--- config.mk ---
export PLATFORM = sky130hd
export DESIGN_NAME = capture_readback_fifo
export DESIGN_NICKNAME = d
export VERILOG_FILES = /design/src/rtl/capture_readback_fifo.sv
export SDC_FILE = /design/constraint.sdc
export NUM_CORES = 1
export LEC_CHECK = 0
export CELL_PAD_IN_SITES_DETAIL_PLACEMENT = 0
export CELL_PAD_IN_SITES_GLOBAL_PLACEMENT = 1
export CORE_MARGIN = 2
export CORE_UTILIZATION = 53
export CTS_CLUSTER_DIAMETER = 150
export DETAILED_ROUTE_END_ITERATION = 6
export HOLD_SLACK_MARGIN = 0.06
export PLACE_DENSITY = 0.84
export REMOVE_ABC_BUFFERS = 1
export SYNTH_ARGS = -nofsm -noshare
export SYNTH_HDL_FRONTEND = slang
export SYNTH_SLANG_ARGS = --single-unit
--- constraint.sdc ---
create_clock -name clock -period 3.7 [get_ports clock]
set_clock_uncertainty 0.1 [all_clocks]
set_input_delay 0.74 -clock clock [delete_from_list [all_inputs] [get_ports clock]]
set_output_delay 0.74 -clock clock [all_outputs]
set_load 0.05 [all_outputs]
--- src/rtl/capture_readback_fifo.sv ---
// capture_readback_fifo
//   Collects DUT result samples into an in-order buffer while armed. A
//   simulation harness drains the buffer through a valid/ready read port.
//
// Ports
//   clock       rising-edge clock
//   reset       asynchronous active-low reset
//   arm         pulse: flush buffer, clear flags, enter CAPTURE
//   stop        pulse: leave CAPTURE for DONE (ignored in other states)
//   in_valid    DUT sample present this cycle
//   in_data     DUT sample
//   rd_ready    reader accepts rd_data this cycle
//   rd_valid    buffer non-empty
//   rd_data     oldest buffered sample, 0 when empty (first-word fall-through)
//   level       entries held, 0..DEPTH
//   state_o     IDLE=0, CAPTURE=1, DONE=2
//   done        state_o == DONE
//   overflow    sticky, at least one sample dropped since last arm
//   drop_count  dropped samples since last arm, saturating at 0xFFFF
//
// Handshake: a sample leaves the buffer on a clock edge where
// rd_valid && rd_ready are both high (and arm is low); rd_data stays
// stable while rd_valid=1 and rd_ready=0.

module capture_readback_fifo #(
  parameter int WIDTH = 32,
  parameter int DEPTH = 16,
  localparam int CNT_W = $clog2(DEPTH) + 1
) (
  input  logic             clock,
  input  logic             reset,
  input  logic             arm,
  input  logic             stop,
  input  logic             in_valid,
  input  logic [WIDTH-1:0] in_data,
  input  logic             rd_ready,
  output logic             rd_valid,
  output logic [WIDTH-1:0] rd_data,
  output logic [CNT_W-1:0] level,
  output logic [1:0]       state_o,
  output logic             done,
  output logic             overflow,
  output logic [15:0]      drop_count
);

  localparam int AW = $clog2(DEPTH);
  localparam logic [CNT_W-1:0] FULL_LEVEL = CNT_W'(DEPTH);

  typedef enum logic [1:0] {
    S_IDLE    = 2'd0,
    S_CAPTURE = 2'd1,
    S_DONE    = 2'd2
  } state_t;

  state_t           r_state;
  logic [WIDTH-1:0] r_mem [DEPTH];
  logic [AW-1:0]    r_wr_ptr;
  logic [AW-1:0]    r_rd_ptr;
  logic [CNT_W-1:0] r_level;
  logic             r_overflow;
  logic [15:0]      r_drop_count;

  logic w_capturing;
  logic w_pop;
  logic w_write;
  logic w_drop;

  // arm flushes everything, so any pop/write in the arm cycle is discarded.
  assign w_capturing = (r_state == S_CAPTURE) && in_valid && !arm;
  assign w_pop       = rd_valid && rd_ready && !arm;
  // A simultaneous pop frees a slot, so a full buffer still accepts the sample.
  assign w_write     = w_capturing && ((r_level != FULL_LEVEL) || w_pop);
  assign w_drop      = w_capturing && (r_level == FULL_LEVEL) && !w_pop;

  assign rd_valid   = (r_level != '0);
  assign rd_data    = rd_valid ? r_mem[r_rd_ptr] : '0;
  assign level      = r_level;
  assign state_o    = r_state;
  assign done       = (r_state == S_DONE);
  assign overflow   = r_overflow;
  assign drop_count = r_drop_count;

  // Storage carries no reset: contents are only observable through rd_data,
  // which is gated by level.
  always_ff @(posedge clock) begin
    if (w_write) r_mem[r_wr_ptr] <= in_data;
  end

  always_ff @(posedge clock or negedge reset) begin
    if (!reset) begin
      r_state <= S_IDLE;
    end else if (arm) begin
      r_state <= S_CAPTURE;
    end else if (stop && r_state == S_CAPTURE) begin
      r_state <= S_DONE;
    end
  end

  always_ff @(posedge clock or negedge reset) begin
    if (!reset) begin
      r_wr_ptr     <= '0;
      r_rd_ptr     <= '0;
      r_level      <= '0;
      r_overflow   <= 1'b0;
      r_drop_count <= '0;
    end else if (arm) begin
      r_wr_ptr     <= '0;
      r_rd_ptr     <= '0;
      r_level      <= '0;
      r_overflow   <= 1'b0;
      r_drop_count <= '0;
    end else begin
      // Pointers wrap naturally at DEPTH since DEPTH is a power of two.
      if (w_write) r_wr_ptr <= r_wr_ptr + 1'b1;
      if (w_pop)   r_rd_ptr <= r_rd_ptr + 1'b1;
      case ({w_write, w_pop})
        2'b10:   r_level <= r_level + 1'b1;
        2'b01:   r_level <= r_level - 1'b1;
        default: r_level <= r_level;
      endcase
      if (w_drop) begin
        r_overflow <= 1'b1;
        if (r_drop_count != 16'hFFFF) r_drop_count <= r_drop_count + 1'b1;
      end
    end
  end

endmodule

* After elaboration in Yosys (flattened, before gate mapping)
Memories as Yosys holds them, arrays and structs flattened.
Cells that the tools add are included.
** Word-level totals
- Register bits :: 32
- RAM bits :: 512
- Input port bits :: 38
- Output and inout port bits :: 58
- Word-level logic and storage cells :: 54
- Memories :: 1
** Memory list
- r_mem :: words 16, width 32, read ports 1, clocked after memory_dff 0, wr ports 1, line 56 : logic [WIDTH-1:0] r_mem [DEPTH];
** Operators by class
- Add/subtract/negate cells :: 5
- Equality and inequality tests :: 7
- Multiplexer cells :: 16
- Reduce and logical (&&, ||, !) cells :: 19
** Operators by type and width (number)
- 16-bit 2-to-1 mux :: 3
- 32-bit 2-to-1 mux :: 1
- 16-bit by 1-bit adder with 16-bit output (second input constant) :: 1
- 4-bit 2-to-1 mux :: 4
- 16-bit inequality test (second input constant) :: 1
- 5-bit case mux with 2 select lines :: 1
- 2-bit nonzero test :: 5
- 4-bit by 1-bit adder with 4-bit output (second input constant) :: 2
- 1-bit logical AND :: 8
- 5-bit by 1-bit adder with 5-bit output (second input constant) :: 1
- 5-bit == test (second input constant) :: 1
- 5-bit 2-to-1 mux :: 1
- 5-bit inequality test (second input constant) :: 1
- 5-bit nonzero test :: 1
- 5-bit by 1-bit subtractor with 5-bit output (second input constant) :: 1
- 2-bit by 1-bit == test with 1-bit output (second input constant) :: 2
- 2-bit == test (second input constant) :: 2
- 1-bit 2-to-1 mux :: 4
- 2-bit 2-to-1 mux :: 2
- 3-bit nonzero test :: 1
- 1-bit logical NOT :: 2
- 2-bit AND reduction :: 1
- 1-bit logical OR :: 1

* Depth between registers and ports, before layout
- Depth in word-level cells :: 8
- Gate-level depth with buffers :: 9

* Least setup slack after synthesis
Ideal clock, no wire load.
- Path kind :: flip-flop to output port
- Start point :: reg r_level[4] (netlist: level[4])
- End point :: out rd_data[10]
- Arrival :: 2.597 ns
- Slack :: 0.263 ns
- Stages on the path, launching flop included :: 6
- Path buffers :: 2
- Path through :: dfrtp_1 buf_2 nand2b_1 nand2_1 buf_1 o22ai_1
** Between the ends
- Cells in the longest elaborated chain, start to end :: 2
** RTL lines
- start, declared :: line 59 : logic [CNT_W-1:0] r_level;
- start signal, assigned :: line 117 : 2'b10: r_level <= r_level + 1'b1;
- start signal, assigned :: line 118 : 2'b01: r_level <= r_level - 1'b1;
- start signal, assigned :: line 119 : default: r_level <= r_level;
- 5-bit nonzero test :: line 75 : assign rd_valid = (r_level != '0);
- net rd_valid :: line 37 : output logic rd_valid,
- 32-bit 2-to-1 mux :: line 76 : assign rd_data = rd_valid ? r_mem[r_rd_ptr] : '0;
- end, declared :: line 38 : output logic [WIDTH-1:0] rd_data,
The timed path passes the listed nets, and every way through them passes these cells.

* Worst setup path after layout
- Start point :: reg r_rd_ptr[1]
- End point :: out rd_data[2]
** Between the ends
- Cells in the longest elaborated chain, start to end :: 2
** RTL lines
- start, declared :: line 58 : logic [AW-1:0] r_rd_ptr;
- start signal, assigned :: line 115 : if (w_pop) r_rd_ptr <= r_rd_ptr + 1'b1;
- memory read 16 x 32 bit
- 32-bit 2-to-1 mux :: line 76
Every way passes these cells.

==> summary.md <==
| Metric | Value |
|---|---|
| Largest net degree at the start of global routing | 55 |
| FP Rows | 73 |
| Cell area after synthesis | 0.0214 sq mm |
| ANT cells | 0 |
| Post-DP HPWL | 23500 um |
| Total routed wirelength | 42700 um |
| Slew @ Worst Pin | 1.10 ns |
| Core area | 0.0397 sq mm |
| CP Max Fanout | 54 |
| Reg2Reg Launch Point | level[0] |
| Design Area, Final | 0.0248 sq mm |
| WP data required | 2.86 ns |
| Reg power frac | 0.443 |
| Switching share of total power | 0.281 |
| Worst-skew pair later-pin latency | 0.59 ns |
| Max-slew headroom | 0.269 |
| Synth-to-Final Area Change | 16.0% |
| Vias per std cell | 6.07 |
| Port Buffers | 95 |
| Dpl cell area | 0.0231 sq mm |
| Crit share post-route | 0.965 |
| Gr usage total | 0.211 |
| Yosys warnings | 0 |
| Residual DRC | 0 |
| Crit path capture type | output pin |
| Fin worst setup slack | 0.128 ns |
| Grt ovf | 0 |
| Vias | 10400 |
| Die width | 205 um |
| Area occupied by multi-input gates | 0.00498 sq mm |
| Cells after Synth | 1014 |
| Number of flops mapped to enable cells by yosys | 512 |
| Final setup violation count | 0 |
| Clock sinks | 544 |
| Status | completed |
| Top-area cell type share of the netlist area | 0.719 |
| Fill cell count | 2682 |
| P_sw | 0.00436 W |
| CP Launch Type | flop |
| Leading area contributor after synthesis | edfxtp_1 |
| HP Start | overflow |
| I/O pin count | 96 |
| Setup bufs post-CTS | 0 |
| Largest cells by area after synthesis | edfxtp_1 (72%), mux4_2 (13%), dfrtp_1 (3.7%) |
| R2R Setup Slk | 0.50 ns |
| DR WL/cell | 24.9 um |
| CTS root buf | clkbuf_16 |
| Main flop type after synthesis | edfxtp_1 |
| Place WS | 0.193 ns |
| FF-to-FF path depth | 9 |
| TritonCTS clock tree | done |
| Clk pwr share | 0.328 |
| Comb pwr share | 0.228 |
| Hold path depth | 2 |
| Vias in the first global route | 11000 |
| Register area | 0.0162 sq mm |
| Initial antenna violation count | 0 |
| Worst min path class | flop to flop |
| Clk pin slew, worst setup/hold paths | 0.06 ns |
| Seq/Total Area, Yosys | 0.757 |
| FF-to-FF End | level[4] |
| 1st-iter DRT viols | 735 |
| Die H | 205 um |
| RSZ-0062 raised after global routing | false |
| DRT antenna net count | 0 |
| Maxcap violations | 0 |
| Pwr dens | 626 mW/mm^2 |
| Die area | 0.0419 sq mm |
| Static leakage | 7.72 nW |
| Internal Power | 0.0111 W |
| Setup TNS | 0 ns |
| Num CTS Buffers | 54 |
| Final Hold Vio Count | 0 |
| WP data arrival | 2.73 ns |
| First-pass GRT wire length | 65600 um |
| Max Fclk | 280 MHz |
| Pins Over Slew Limit | 0 |
| VDD IR max | 0.397 mV |
| Setup CP Type | flop to output pin |
| Initial Utilization | 0.538 |
| Clock period minus worst slack | 3.57 ns |
| Power Total | 0.0155 W |
| GP Congestion | 0.803 |
| Clk buf depth | 3 |
| Synth Register Bits | 544 |
| Average cell area after synthesis | 21.1 sq um |
| Min-Delay Endpoint | overflow |
| TritonRoute pass-1 iters | 5 |
| Yosys cell types | 45 |
| Final net count | 1193 |
| Layout cells sized above 1 | 0.241 |
| H-tree Lvls | 2 |
| Async S/R FF share, synth | 0.0588 |
-- sequential cells by signal, indices dropped and copies added (netlist names) --
name / count
r_mem: 512
drop_count: 16
level: 5
r_rd_ptr: 4
r_wr_ptr: 4
state_o: 2
overflow: 1
-- layer usage --
metal  up-vias  track usage  wire, um
li1       4509            -         -
met1      5493        0.293     17900
met2       350        0.348     21300
met3        58       0.0425      2800
met4         0       0.0497       737
met5         -            0         0
-- cell families (layout without fill, tap and decap cells) --
kind of cell,Yosys count,in the layout,synth area share
DFF,544,544,0.757
muxes,200,200,0.169
and+or+nand+nor,108,108,0.0299
AOI/OAI and AO/OA,79,79,0.0234
buffers and inverters,68,243,0.0129
adders and majority gates,10,10,0.00621
xor gates and xnor gates,5,5,0.00205
-- metrics by stage --
step           instances   util  hold WS, ns
3_3_place_gp        1614  0.582        0.389
4_1_cts             1714  0.624        0.417
2_1_floorplan        960      -        0.344
5_1_grt             1714  0.624        0.444
3_5_place_dp        1614  0.582        0.399
6_report            1714  0.624        0.407
-- power groups by stage --
stage | clock network, W | logic, W | registers (W)
6_report | 0.00509 | 0.00354 | 0.00687
5_1_grt | 0.00541 | 0.00378 | 0.00688
4_1_cts | 0.00518 | 0.00360 | 0.00687
3_5_place_dp | 0 | 0.00359 | 0.00700
3_3_place_gp | 0 | 0.00357 | 0.00700
2_1_floorplan | 0 | 0.00244 | 0.00732
-- cells in the mapped netlist (9+ instances only) --
master and number:
edfxtp_1 512, and2_1 14, mux2i_1 70, nor2_1 22, inv_1 14, nand4_1 9
nand2_1 10, nand3_1 11, buf_2 16, o22ai_1 32, dfrtp_1 32, mux4_2 128
ha_1 9, a21oi_1 18, or4_1 13, o31ai_1 11, clkbuf_1 32
-- cell usage in the layout, fill, tap and decap left out, types with 6 or more instances in the layout --
cell / instances
buf_4: 56
clkbuf_1: 15
ha_1: 9
a21oi_1: 18
buf_12: 10
or4_1: 13
edfxtp_1: 512
nand4_1: 9
clkbuf_16: 57
nand2_1: 9
o31ai_1: 11
clkinv_1: 18
nand3_1: 11
o22ai_1: 32
clkdlybuf4s50_1: 63
dfrtp_1: 29
nor2_1: 18
and2_2: 12
mux4_2: 128
mux2i_1: 70
o21ai_0: 6
inv_1: 14
-- layout make-up --
class                           count  share of cell area
Inverter                           14             0.00212
Clock inverter                     28             0.00722
Sequential cell                   544               0.653
Timing Repair Buffer              129              0.0505
Multi-Input combinational cell    402               0.201
Clock buffer                       72              0.0598
Tap cell                          525              0.0265
-- critical path: stages (launching register included) --
cell     delay (ns)
dfrtp_4        0.61
buf_12         0.35
mux4_2         0.36
mux2i_1        0.39
o22ai_1        0.16
buf_4          0.22
-- how the worst max path moves through the flow --
stage           startpoint     endpoint  slack [ns]  depth (start not counted)
2_1_floorplan  r_rd_ptr[0]   rd_data[0]       -3.67                          3
3_3_place_gp      rd_ready     level[4]        0.29                          8
3_5_place_dp      rd_ready     level[4]        0.19                          8
4_1_cts           level[0]  rd_data[19]        0.07                          6
5_1_grt           level[0]  rd_data[19]        0.02                          6
6_report       r_rd_ptr[1]   rd_data[2]        0.13                          5
-- timing repair --
action                                  in CTS  in global routing
endpoints found under the setup margin       0                 12
hold buffers                                 0                  0
resized for setup                            0                  1
Note: power is estimated with default switching activity, not from simulation.
